===== src/rtl/zmod_txpll_ctrl.sv =====
// Power-up, lock-qualification and recovery sequencer for the ZMOD TX PLL.
// Define ZMOD_TXPLL_CTRL_LOSS_CNT_EN to add the loss_cnt lock-loss event counter.
module zmod_txpll_ctrl #(
  parameter int RST_CYCLES    = 16,
  parameter int LOCK_TIMEOUT  = 65536,
  parameter int STABLE_CYCLES = 1024,
  parameter int MAX_RETRY     = 4
) (
  input  logic       clk,
  input  logic       rst,
  input  logic       enable,
  input  logic       restart,
  input  logic       locked,
  output logic       pll_pwrdwn,
  output logic       pll_rst,
  output logic       tx_rst,
  output logic       ready,
  output logic       fault,
  output logic [3:0] retry_cnt,
`ifdef ZMOD_TXPLL_CTRL_LOSS_CNT_EN
  output logic [7:0] loss_cnt,
`endif
  output logic [2:0] state
);

  localparam int RW = (RST_CYCLES > 1) ? $clog2(RST_CYCLES) : 1;
  localparam int TW = (LOCK_TIMEOUT > 1) ? $clog2(LOCK_TIMEOUT) : 1;
  localparam int SW = (STABLE_CYCLES > 1) ? $clog2(STABLE_CYCLES) : 1;

  typedef enum logic [2:0] {
    S_OFF    = 3'd0,
    S_RESET  = 3'd1,
    S_WAIT   = 3'd2,
    S_STABLE = 3'd3,
    S_RUN    = 3'd4,
    S_FAULT  = 3'd5
  } state_e;

  state_e        state_q, state_d;
  logic          sync1_q, sync2_q;
  logic [RW-1:0] rcnt_q, rcnt_d;
  logic [TW-1:0] tmr_q, tmr_d;
  logic [SW-1:0] scnt_q, scnt_d;
  logic [3:0]    retry_q, retry_d;
  logic          pwrdwn_q, pllrst_q, txrst_q, ready_q, fault_q;
  logic          timeout;

  assign timeout = (tmr_q == TW'(LOCK_TIMEOUT - 1));

  always_comb begin
    state_d = state_q;
    rcnt_d  = rcnt_q;
    tmr_d   = tmr_q;
    scnt_d  = scnt_q;
    retry_d = retry_q;
    if (!enable) begin
      state_d = S_OFF;
    end else if (restart && state_q != S_OFF) begin
      state_d = S_RESET;
      retry_d = 4'd0;
    end else begin
      case (state_q)
        S_OFF: begin
          state_d = S_RESET;
          retry_d = 4'd0;
        end
        S_RESET: begin
          if (rcnt_q == RW'(RST_CYCLES - 1)) state_d = S_WAIT;
          else rcnt_d = rcnt_q + RW'(1);
        end
        S_WAIT, S_STABLE: begin
          // The lock timer is a hard deadline and wins over any lock progress.
          if (timeout) begin
            if (retry_q == 4'(MAX_RETRY)) begin
              state_d = S_FAULT;
            end else begin
              state_d = S_RESET;
              if (retry_q != 4'd15) retry_d = retry_q + 4'd1;
            end
          end else begin
            tmr_d = tmr_q + TW'(1);
            if (state_q == S_WAIT) begin
              if (sync2_q) begin
                state_d = S_STABLE;
                scnt_d  = '0;
              end
            end else if (!sync2_q) begin
              state_d = S_WAIT;
            end else if (scnt_q == SW'(STABLE_CYCLES - 1)) begin
              state_d = S_RUN;
              retry_d = 4'd0;
            end else begin
              scnt_d = scnt_q + SW'(1);
            end
          end
        end
        S_RUN: begin
          if (!sync2_q) state_d = S_RESET;
        end
        S_FAULT: state_d = S_FAULT;
        default: state_d = S_OFF;
      endcase
    end
    // Any (re-)entry into RESET restarts both the pulse and the lock deadline.
    if (state_d == S_RESET && (state_q != S_RESET || restart)) begin
      rcnt_d = '0;
      tmr_d  = '0;
    end
  end

  always_ff @(posedge clk or posedge rst) begin
    if (rst) begin
      sync1_q  <= 1'b0;
      sync2_q  <= 1'b0;
      state_q  <= S_OFF;
      rcnt_q   <= '0;
      tmr_q    <= '0;
      scnt_q   <= '0;
      retry_q  <= 4'd0;
      pwrdwn_q <= 1'b1;
      pllrst_q <= 1'b1;
      txrst_q  <= 1'b1;
      ready_q  <= 1'b0;
      fault_q  <= 1'b0;
    end else begin
      sync1_q  <= locked;
      sync2_q  <= sync1_q;
      state_q  <= state_d;
      rcnt_q   <= rcnt_d;
      tmr_q    <= tmr_d;
      scnt_q   <= scnt_d;
      retry_q  <= retry_d;
      pwrdwn_q <= (state_d == S_OFF);
      pllrst_q <= (state_d inside {S_OFF, S_RESET, S_FAULT});
      txrst_q  <= (state_d != S_RUN);
      ready_q  <= (state_d == S_RUN);
      fault_q  <= (state_d == S_FAULT);
    end
  end

`ifdef ZMOD_TXPLL_CTRL_LOSS_CNT_EN
  logic [7:0] loss_q;
  logic       loss_inc;

  // RUN only falls back to RESET through a restart or a lock loss.
  assign loss_inc = (state_q == S_RUN) && (state_d == S_RESET) && !restart;

  always_ff @(posedge clk or posedge rst) begin
    if (rst) loss_q <= 8'd0;
    else if (loss_inc && loss_q != 8'hFF) loss_q <= loss_q + 8'd1;
  end

  assign loss_cnt = loss_q;
`endif

  assign pll_pwrdwn = pwrdwn_q;
  assign pll_rst    = pllrst_q;
  assign tx_rst     = txrst_q;
  assign ready      = ready_q;
  assign fault      = fault_q;
  assign retry_cnt  = retry_q;
  assign state      = state_q;

endmodule


===== config.mk =====
export PLATFORM = sky130hd
export DESIGN_NAME = zmod_txpll_ctrl
export DESIGN_NICKNAME = d
export VERILOG_FILES = /design/src/rtl/zmod_txpll_ctrl.sv
export SDC_FILE = /design/constraint.sdc
export NUM_CORES = 1
export LEC_CHECK = 0
export ABC_AREA = 1
export BUFFER_PORTS_ARGS = -buffer_cell sky130_fd_sc_hd__buf_4
export CORE_ASPECT_RATIO = 0.6
export CORE_UTILIZATION = 35
export CTS_CLUSTER_DIAMETER = 60
export DETAILED_ROUTE_END_ITERATION = 8
export PLACE_DENSITY = 0.59
export SYNTH_ARGS = -nofsm -noshare
export SYNTH_HDL_FRONTEND = slang
export SYNTH_SLANG_ARGS = --single-unit

===== constraint.sdc =====
create_clock -name clk -period 5.7 [get_ports clk]
set_input_delay 0.855 -clock clk [delete_from_list [all_inputs] [get_ports clk]]
set_output_delay 0.855 -clock clk [all_outputs]
set_load 0.05 [all_outputs]

==> results of run 1 <==
[per-stage QoR]
stage	utilization	setup WS [ns]	hold WS (ns)	total power, uW
6_report	0.421	2.77	0.374	672
5_1_grt	0.421	2.35	0.389	704
4_1_cts	0.421	2.79	0.373	682
3_5_place_dp	0.399	2.60	0.360	388
3_3_place_gp	0.399	2.69	0.332	388
2_1_floorplan	-	3.64	0.331	373
[synthesized netlist by cell type, drive strengths merged]
| library cell | count |
|---|---|
| a21oi | 10 |
| inv | 53 |
| xnor2 | 5 |
| o31ai | 3 |
| o211ai | 2 |
| buf | 4 |
| xor2 | 15 |
| o21ai | 10 |
| nand4 | 4 |
| nor2 | 44 |
| a31oi | 1 |
| nand3 | 41 |
| or2 | 1 |
| nor3 | 13 |
| ha | 5 |
| nand2 | 74 |
| nor4 | 2 |
| dfstp | 3 |
| dfrtp | 41 |
[state kept, by name, indices dropped and copies added, names as in the netlist]
name and flops:
rcnt_q 4, sync2_q 1, scnt_q 10, pll_pwrdwn 1, fault 1, state 3, retry_cnt 4, tmr_q 16
tx_rst 1, pll_rst 1, sync1_q 1, ready 1
[final cells by class]
class	instances	area, sq um	area share
clock buffer	6	139	0.0484
tap	87	109	0.0379
inverter	53	199	0.0693
clock inverter	2	10.0	0.00349
multi-input combinational	230	1180	0.412
sequential	44	1100	0.385
timing repair buffer	17	128	0.0445
[power by group through the flow]
stage          logic (uW)  registers, uW  clock network [uW]
3_3_place_gp         56.0            332                   0
6_report             55.5            327                 290
4_1_cts              56.5            326                 299
3_5_place_dp         56.1            332                   0
5_1_grt              63.3            327                 314
2_1_floorplan        34.2            339                   0
[cell families after synthesis]
| kind of cell | count (synthesis) | synth area share |
|---|---|---|
| AO/OA/AOI/OAI | 26 | 0.0617 |
| XOR/XNOR | 20 | 0.0696 |
| adder cells (fa/ha/maj) | 5 | 0.0249 |
| buffers and inverters | 57 | 0.0915 |
| flip-flops | 44 | 0.439 |
| AND/OR/NAND/NOR | 179 | 0.313 |
[critical path, delay by kind of cell (launching register included)]
kind / cells / cell delay (ns)
DFF: 1 / 0.43
buffers and inverters: 2 / 0.58
adders and majority gates: 1 / 0.24
AOI/OAI and AO/OA: 2 / 0.15
and+or+nand+nor: 6 / 1.40
[routing by layer]
| layer | track usage | up-vias |
|---|---|---|
| met4 | 0.0490 | 0 |
| met5 | 0 | - |
| met1 | 0.247 | 938 |
| li1 | - | 1094 |
| met3 | 0.0440 | 2 |
| met2 | 0.215 | 37 |
[how the worst min path moves through the flow]
| stage | endpoint | slack [ns] | cells after the start |
|---|---|---|---|
| 2_1_floorplan | sync2_q | 0.33 | 0 |
| 3_3_place_gp | sync2_q | 0.33 | 0 |
| 3_5_place_dp | sync2_q | 0.36 | 0 |
| 4_1_cts | sync2_q | 0.37 | 0 |
| 5_1_grt | sync2_q | 0.39 | 0 |
| 6_report | sync2_q | 0.37 | 0 |
[placed cells by master, fill, tap and decap left out, types with 2 or more instances in the layout]
cell type	Yosys	final
clkbuf_16	0	5
nand2_1	72	72
buf_4	0	17
ha_1	5	5
inv_1	51	50
a21oi_1	9	9
xor2_1	15	15
nor4_1	2	2
nor2_2	2	2
inv_2	2	2
clkinv_2	0	2
xnor2_1	5	5
dfrtp_1	41	41
o21ai_0	10	10
dfstp_2	3	3
nor3_1	12	12
nand3_1	40	40
o31ai_1	3	3
nand4_1	4	4
o211ai_1	2	2
nor2_1	42	42
==> run_results.csv, run 1 <==
group,metric,value,unit
global_route,grt_pass1_vias,1894,
logic_synthesis,avgSynthCellArea,7.60,sq um
logic_synthesis,synthCells,331,
job,max-cap-violations,0,
critical_path,r2r_cells,11,
route,drtAntennaViolNets,0,
clock_network,worstSkewPairLatency,0.29,ns
final_layout,fill_cells,708,
critical_path,crit_start,"tmr_q[0]",
pwr,power.density,234,nW/um^2
sta,post-route-period-util,0.514,
global_route,track_usage,0.162,
clock_network,cts.sinks,44,
floorplanning,die_h,67.7,microns
logic_synthesis,seq_area_frac_synth,0.439,
critical_path,start_kind,"flop",
critical_path,critical_path_arrival,3.09,ns
pwr,p_leak,0.00145,uW
route,drt_iter0_drc,94,
route,dr_wl_met2,1870,microns
clock_network,cts_resized,0,
place,gp_congestion,0.858,
clock_network,post_cts_buffers,0,
sta,fmax,0.342,GHz
floorplanning,fp-row-count,23,
critical_path,r2r-end,"scnt_q[5]",
critical_path,crit_end,"scnt_q[5]",
global_route,grt_max_degree,45,
logic_synthesis,synth_cell_types,28,
clock_network,htreeDepth,2,
place,post_dp_cell_area,2720,sq um
critical_path,crit_chain,"ha_1 > nand3_1 > nor2_1 > nand4_1 > nand2_1 > nor2_1 > inv_1 > nor3_1 > inv_1 > o21ai_0 > a21oi_1",
route,vias_per_cell,4.72,
final_layout,area.growth.synth_to_final,14.1,%
run_status,run_status,"complete, but fails checks",
pwr,share_comb_of_total_power,0.083,
pwr,internal_power,508,uW
global_route,grt_pass1_wl,9230,microns
sta,slew_violations,0,
logic_synthesis,yosysTopAreaCell,"dfrtp_1",
route,dr.pass1.iters,6,
critical_path,r2r_slack,2.77,ns
floorplanning,io_pins,17,
clock_network,postCtsHoldBufs,0,
route,finalWirelength,5260,microns
floorplanning,fp.dieW,111,microns
critical_path,end_kind,"flop",
route,via_count,2071,
place,port_buffers,16,
pwr,p_switching,164,uW
pwr,ir_drop,0.000170,V
route,drc,1,
hold_path,hp-class,"flop to flop",
route,routed.top_layer,"met4",
sta,finalHoldViolations,0,
run_status,violations,"DRC",
final_layout,stdcell_area,2870,sq um
place,place_hpwl,3930,microns
critical_path,cp_max_fo,14,
route,dr_wl_met3,254,microns
place,place_inst,431,
logic_synthesis,yosysTopAreaCellShare,0.408,
logic_synthesis,synth_area_leaders,"dfrtp_1 (41%), nand2_1 (11%), nand3_1 (8.0%), inv_1 (7.6%), nor2_1 (6.3%)",
sta,tns,0,ns
logic_synthesis,ys_seq_elements,44,
logic_synthesis,synthesis.nets,341,
clock_network,clk_pin_slew,0.06,ns
critical_path,path_class,"flop to flop",
critical_path,r2r-start,"tmr_q[0]",
route,routedWlPerCell,12.0,microns
clock_network,tritoncts,"built",
logic_synthesis,synth_area,2520,sq um
floorplanning,die_area,7540,sq um
sta,finalCriticalPeriod,2.93,ns
final_layout,nets,361,
sta,worstMarginPinSlew,0.942,ns
sta,rsz0062_at_grt,"no",
clock_network,cts_made_buffers,5,
critical_path,crit_path_top_delay_cell,"nor2_1",
sta,relSlewSlack,0.370,
global_route,grt-ovfl-total,0,
sta,final-setup-viol-count,0,
final_layout,insertedDiodeCount,0,
clock_network,root_buffer,"clkbuf_16",
global_route,antenna_found_initial,0,
critical_path,critPathMaxStageDelay,0.72,ns
final_layout,drive_gt1_frac,0.108,
pwr,p_sw_frac,0.244,
route,m1WireLength,3110,microns
pwr,clkPwrFrac,0.431,
floorplanning,start_util,0.369,
critical_path,crit_required,5.87,ns
hold_path,min_from,"sync1_q",
logic_synthesis,yosysWarnings,0,
final_layout,final_cells,439,
clock_network,clockBufferDepth,2,
sta,clock-skew-final,0.00344,ns
floorplanning,coreArea,6820,sq um
pwr,power_frac_seq,0.486,
Power figures use the tool's default switching activity.
==> inputs of run 2 (changes only) <==
==> constraint.sdc (replaced) <==
create_clock -name clk -period 3.06 [get_ports clk]
set_input_delay 0.459 -clock clk [delete_from_list [all_inputs] [get_ports clk]]
set_output_delay 0.459 -clock clk [all_outputs]
set_load 0.05 [all_outputs]
==> run_results.csv, run 2 (synthesis gave the netlist of run 1 again) <==
group,metric,value,unit
sta,hold_ws,0.206,ns
clock_network,clockBufferDepth,2,
clock_network,cts_made_buffers,5,
global_route,grt-ovfl-total,0,
final_layout,top_regs,"tmr_q: 16 flops, scnt_q: 10 flops",
clock_network,post_cts_buffers,0,
global_route,antenna_found_initial,0,
final_layout,area.growth.synth_to_final,15.3,%
sta,fmax,0.420,GHz
pwr,p_leak,0.00146,uW
route,dr.pass1.iters,9,
floorplanning,io_pins,17,
clock_network,cts_resized,0,
pwr,ir_drop,0.000218,V
critical_path,path_class,"flop to flop",
route,routedWlPerCell,13.0,microns
sta,slew_violations,0,
critical_path,critical_path_arrival,2.59,ns
route,drc,1,
sta,post-route-period-util,0.778,
route,via_count,2115,
sta,finalCriticalPeriod,2.38,ns
route,drtAntennaViolNets,0,
critical_path,cp_max_fo,14,
floorplanning,fp-row-count,23,
floorplanning,fp.dieW,111,microns
final_layout,top_register,"tmr_q",
final_layout,fin_util,0.425,
critical_path,r2r-start,"tmr_q[0]",
floorplanning,start_util,0.369,
sta,clock-skew-final,0.00733,ns
final_layout,final_common_cell,"nand2_1",
global_route,grt_pass1_vias,1967,
critical_path,start_kind,"flop",
final_layout,final_cell_mix,"nand2_1 (72), inv_1 (50), nor2_1 (42), dfrtp_1 (41), nand3_1 (40)",
place,dp_worst_setup_slack,0.734,ns
floorplanning,coreArea,6820,sq um
final_layout,drive_gt1_frac,0.110,
clock_network,cts.sinks,44,
clock_network,clk_pin_slew,0.07,ns
sta,finalHoldViolations,0,
pwr,power.density,461,nW/um^2
floorplanning,die_h,67.7,microns
critical_path,end_kind,"flop",
route,vias_per_cell,4.81,
final_layout,largest_reg_flops,16,
hold_path,hp-class,"input port to async pin",
sta,final-setup-viol-count,0,
global_route,grt_max_degree,25,
job,max-cap-violations,0,
route,finalWirelength,5730,microns
route,drt_iter0_drc,137,
place,gp_congestion,0.938,
run_status,run_status,"complete, but fails checks",
final_layout,fill_cells,699,
clock_network,tritoncts,"built",
sta,worstMarginPinSlew,0.757,ns
floorplanning,die_area,7540,sq um
sta,relSlewSlack,0.492,
place,place_hpwl,4360,microns
final_layout,insertedDiodeCount,0,
global_route,track_usage,0.173,
critical_path,crit_start,"tmr_q[0]",
clock_network,worstSkewPairLatency,0.29,ns
global_route,grt_pass1_wl,9800,microns
final_layout,nets,362,
sta,tns,0,ns
critical_path,crit_required,3.27,ns
place,port_buffers,16,
clock_network,root_buffer,"clkbuf_16",
clock_network,postCtsHoldBufs,0,
sta,rsz0062_at_grt,"no",
run_status,violations,"DRC",
sta,fin_ws,0.678,ns
pwr,power,1340,uW
clock_network,htreeDepth,2,
-- run 2: changes by cell type in the layout (fill, tap and decap cells not counted) --
cell and delta:
clkinv_2 -2, bufinv_16 +1, buf_4 +1, clkbuf_8 -1
clkinv_4 +2
-- run 2: cell type report --
type,instances,area (sq um),area share
multi-input combinational,230,1180,0.407
sequential,44,1100,0.381
inverter,53,199,0.0686
timing repair buffer,18,135,0.0466
clock buffer,5,125,0.0431
tap,87,109,0.0375
clock inverter,3,47.5,0.0164
-- run 2: power breakdown --
part	total [uW]	internal [uW]	switching (uW)
sequential	608	596	12.0
clock	624	388	236
combinational	105	29.1	75.8
total	1340	1010	324
-- run 2: layer usage --
metal  routed length (microns)  GRT usage
met2                      2080      0.218
met1                      3270      0.271
met4                        46     0.0591
met5                         0          0
met3                       339     0.0458
-- run 2: worst max-delay path, cell delays in order (launching register included) --
cell	delay, ns
dfrtp_1	0.43
ha_1	0.20
nand3_1	0.13
nor2_1	0.22
nand4_1	0.16
nand2_1	0.13
nor2_1	0.05
buf_4	0.18
inv_1	0.35
nor3_1	0.08
inv_1	0.14
o21ai_0	0.10
a21oi_1	0.12
-- run 2: stage by stage --
step | area [sq um] | instances
after floorplan | 2520 | 331
after global placement | 2730 | 432
after detailed placement | 2730 | 432
after CTS | 2900 | 440
after global routing | 2900 | 440
final | 2900 | 440
-- run 2: path summary, 6_finish.rpt --
path,endpoint,slack (ns),cells past startpoint
hold reg to reg,sync2_q,0.36,0
max in group asynchronous,pll_rst,2.08,3
setup / recovery,scnt_q[5],0.68,12
setup reg to reg,scnt_q[5],0.68,12
hold / removal,rcnt_q[0],0.21,2
min in group clk,sync1_q,0.28,1
==> inputs of run 3 (changes only) <==
==> constraint.sdc (replaced) <==
create_clock -name clk -period 2.4 [get_ports clk]
set_input_delay 0.36 -clock clk [delete_from_list [all_inputs] [get_ports clk]]
set_output_delay 0.36 -clock clk [all_outputs]
set_load 0.05 [all_outputs]
==> run_results.csv, run 3 (synthesis gave the netlist of run 1 again) <==
group,metric,value,unit
global_route,grt.met2_usage,0.216,
sta,final-setup-viol-count,0,
sta,fmax,0.458,GHz
critical_path,cp_max_fo,18,
final_layout,drive_gt1_frac,0.132,
clock_network,clockBufferDepth,2,
critical_path,critPathTopFamily,"simple AND/OR/NAND/NOR gates",
critical_path,r2r_slack,0.22,ns
global_route,antenna_found_initial,0,
critical_path,crit_path_top_delay_cell,"dfrtp_1",
sta,finalHoldViolations,0,
global_route,grtUsageMet1,0.260,
global_route,grt_pass1_wl,9660,microns
final_layout,insertedDiodeCount,0,
critical_path,crit_required,2.58,ns
clock_network,cts.sinks,44,
final_layout,final_cell_mix,"nand2_1 (72), inv_1 (50), nor2_1 (41), dfrtp_1 (41), nand3_1 (40)",
sta,post-route-period-util,0.910,
sta,worstMarginPinSlew,0.479,ns
clock_network,cts_resized,0,
place,gp_congestion,0.904,
clock_network,root_buffer,"clkbuf_16",
job,max-cap-violations,0,
critical_path,crit_chain,"ha_1 > nand3_1 > nor3_2 > nand3_1 > nand2_1 > nand2_1 > nand3_1 > nand2_1 > nor2_2 > nand2_4 > inv_4 > nor2_1",
sta,clock-skew-final,0.00502,ns
floorplanning,fp.dieW,111,microns
critical_path,r2r_cells,12,
clock_network,tritoncts,"built",
critical_path,critPathMaxStageDelay,0.43,ns
global_route,gr-max-usage-layer,"met1",
pwr,ir_drop,0.000259,V
floorplanning,fp-row-count,23,
run_status,violations,"DRC",
route,vias_per_cell,4.86,
floorplanning,die_h,67.7,microns
pwr,power.density,569,nW/um^2
critical_path,cp.depth,12,
final_layout,top_register,"tmr_q",
floorplanning,start_util,0.369,
critical_path,r2r-end,"tmr_q[12]",
global_route,grt_max_degree,45,
route,dr.pass1.iters,7,
floorplanning,die_area,7540,sq um
critical_path,end_kind,"flop",
run_status,run_status,"complete, but fails checks",
clock_network,htreeDepth,2,
sta,tns,0,ns
floorplanning,coreArea,6820,sq um
hold_path,hp-class,"input port to async pin",
final_layout,nets,366,
sta,relSlewSlack,0.677,
clock_network,post_cts_buffers,0,
critical_path,crit_buf_inv,1,
place,port_buffers,16,
final_layout,top_regs,"tmr_q: 16 flops, scnt_q: 10 flops",
clock_network,postCtsHoldBufs,0,
critical_path,path_class,"flop to flop",
clock_network,clk_pin_slew,0.06,ns
final_layout,area.growth.synth_to_final,17.6,%
sta,finalCriticalPeriod,2.18,ns
sta,fin_ws,0.215,ns
sta,slew_violations,0,
global_route,globalRouteMet3Util,0.0431,
final_layout,fin_util,0.434,
pwr,p_leak,0.00148,uW
place,place_hpwl,4170,microns
clock_network,cts_made_buffers,5,
sta,rsz0062_at_grt,"no",
route,drc,1,
critical_path,start_kind,"flop",
critical_path,critical_path_arrival,2.36,ns
global_route,grt-ovfl-total,0,
critical_path,r2r-start,"tmr_q[0]",
route,via_count,2157,
route,drt_iter0_drc,144,
route,finalWirelength,5650,microns
global_route,grt_pass1_vias,1926,
final_layout,final_common_cell,"nand2_1",
final_layout,largest_reg_flops,16,
clock_network,worstSkewPairLatency,0.28,ns
route,routedWlPerCell,12.7,microns
global_route,track_usage,0.165,
floorplanning,io_pins,17,
place,dp_worst_setup_slack,0.107,ns
route,drtAntennaViolNets,0,
==> run 3: cell types whose count changed in the layout (fill, tap and decap cells not counted), sizes merged <==
cell,previous run,this run
buf,18,22
clkinv,3,2
clkinvlp,0,1
==> run 3: worst min-delay path: cells and delay by family <==
kind	cells	cell delay, ns
buf+inv	3	0.41
==> run 3: worst max-delay path by stage <==
stage          startpoint         to  slack, ns
2_1_floorplan    state[2]  tmr_q[15]       0.34
3_3_place_gp     state[2]  rcnt_q[1]       0.21
3_5_place_dp     tmr_q[0]  tmr_q[12]       0.11
4_1_cts          tmr_q[0]  tmr_q[10]        0.1
5_1_grt          state[2]  rcnt_q[1]       0.01
6_report         tmr_q[0]  tmr_q[12]       0.22
==> run 3: cell type report <==
class / count / area [sq um]
clock buffers: 5 / 125
clock inverters: 3 / 42.5
fillers: 671 / 3860
inverters: 53 / 201
multi-input cells: 230 / 1200
flip-flops and latches: 44 / 1100
well taps: 87 / 109
repair buffers: 22 / 178
==> run 3: power breakdown <==
group | leakage (uW) | internal (uW) | switching, uW
Sequential | 0.000570 | 760 | 16.7
Clock | 0.0000798 | 489 | 282
Combinational | 0.000832 | 39.6 | 97.0
==> run 3: stage by stage <==
| step | hold slack (ns) | cells | instance area, sq um | power (uW) |
|---|---|---|---|---|
| floorplan | 0.331 | 331 | 2520 | 887 |
| global placement | 0.332 | 436 | 2770 | 923 |
| CTS | 0.127 | 444 | 2940 | 1700 |
| detailed placement | 0.336 | 436 | 2770 | 926 |
| finish | 0.111 | 444 | 2960 | 1680 |
| global route | 0.132 | 444 | 2960 | 1760 |
==> run 3: routing by layer <==
layer,share of wire,vias to the layer above
met4,0.0078,0
met3,0.059,7
met2,0.37,63
li1,-,1100
met5,0,-
met1,0.57,987
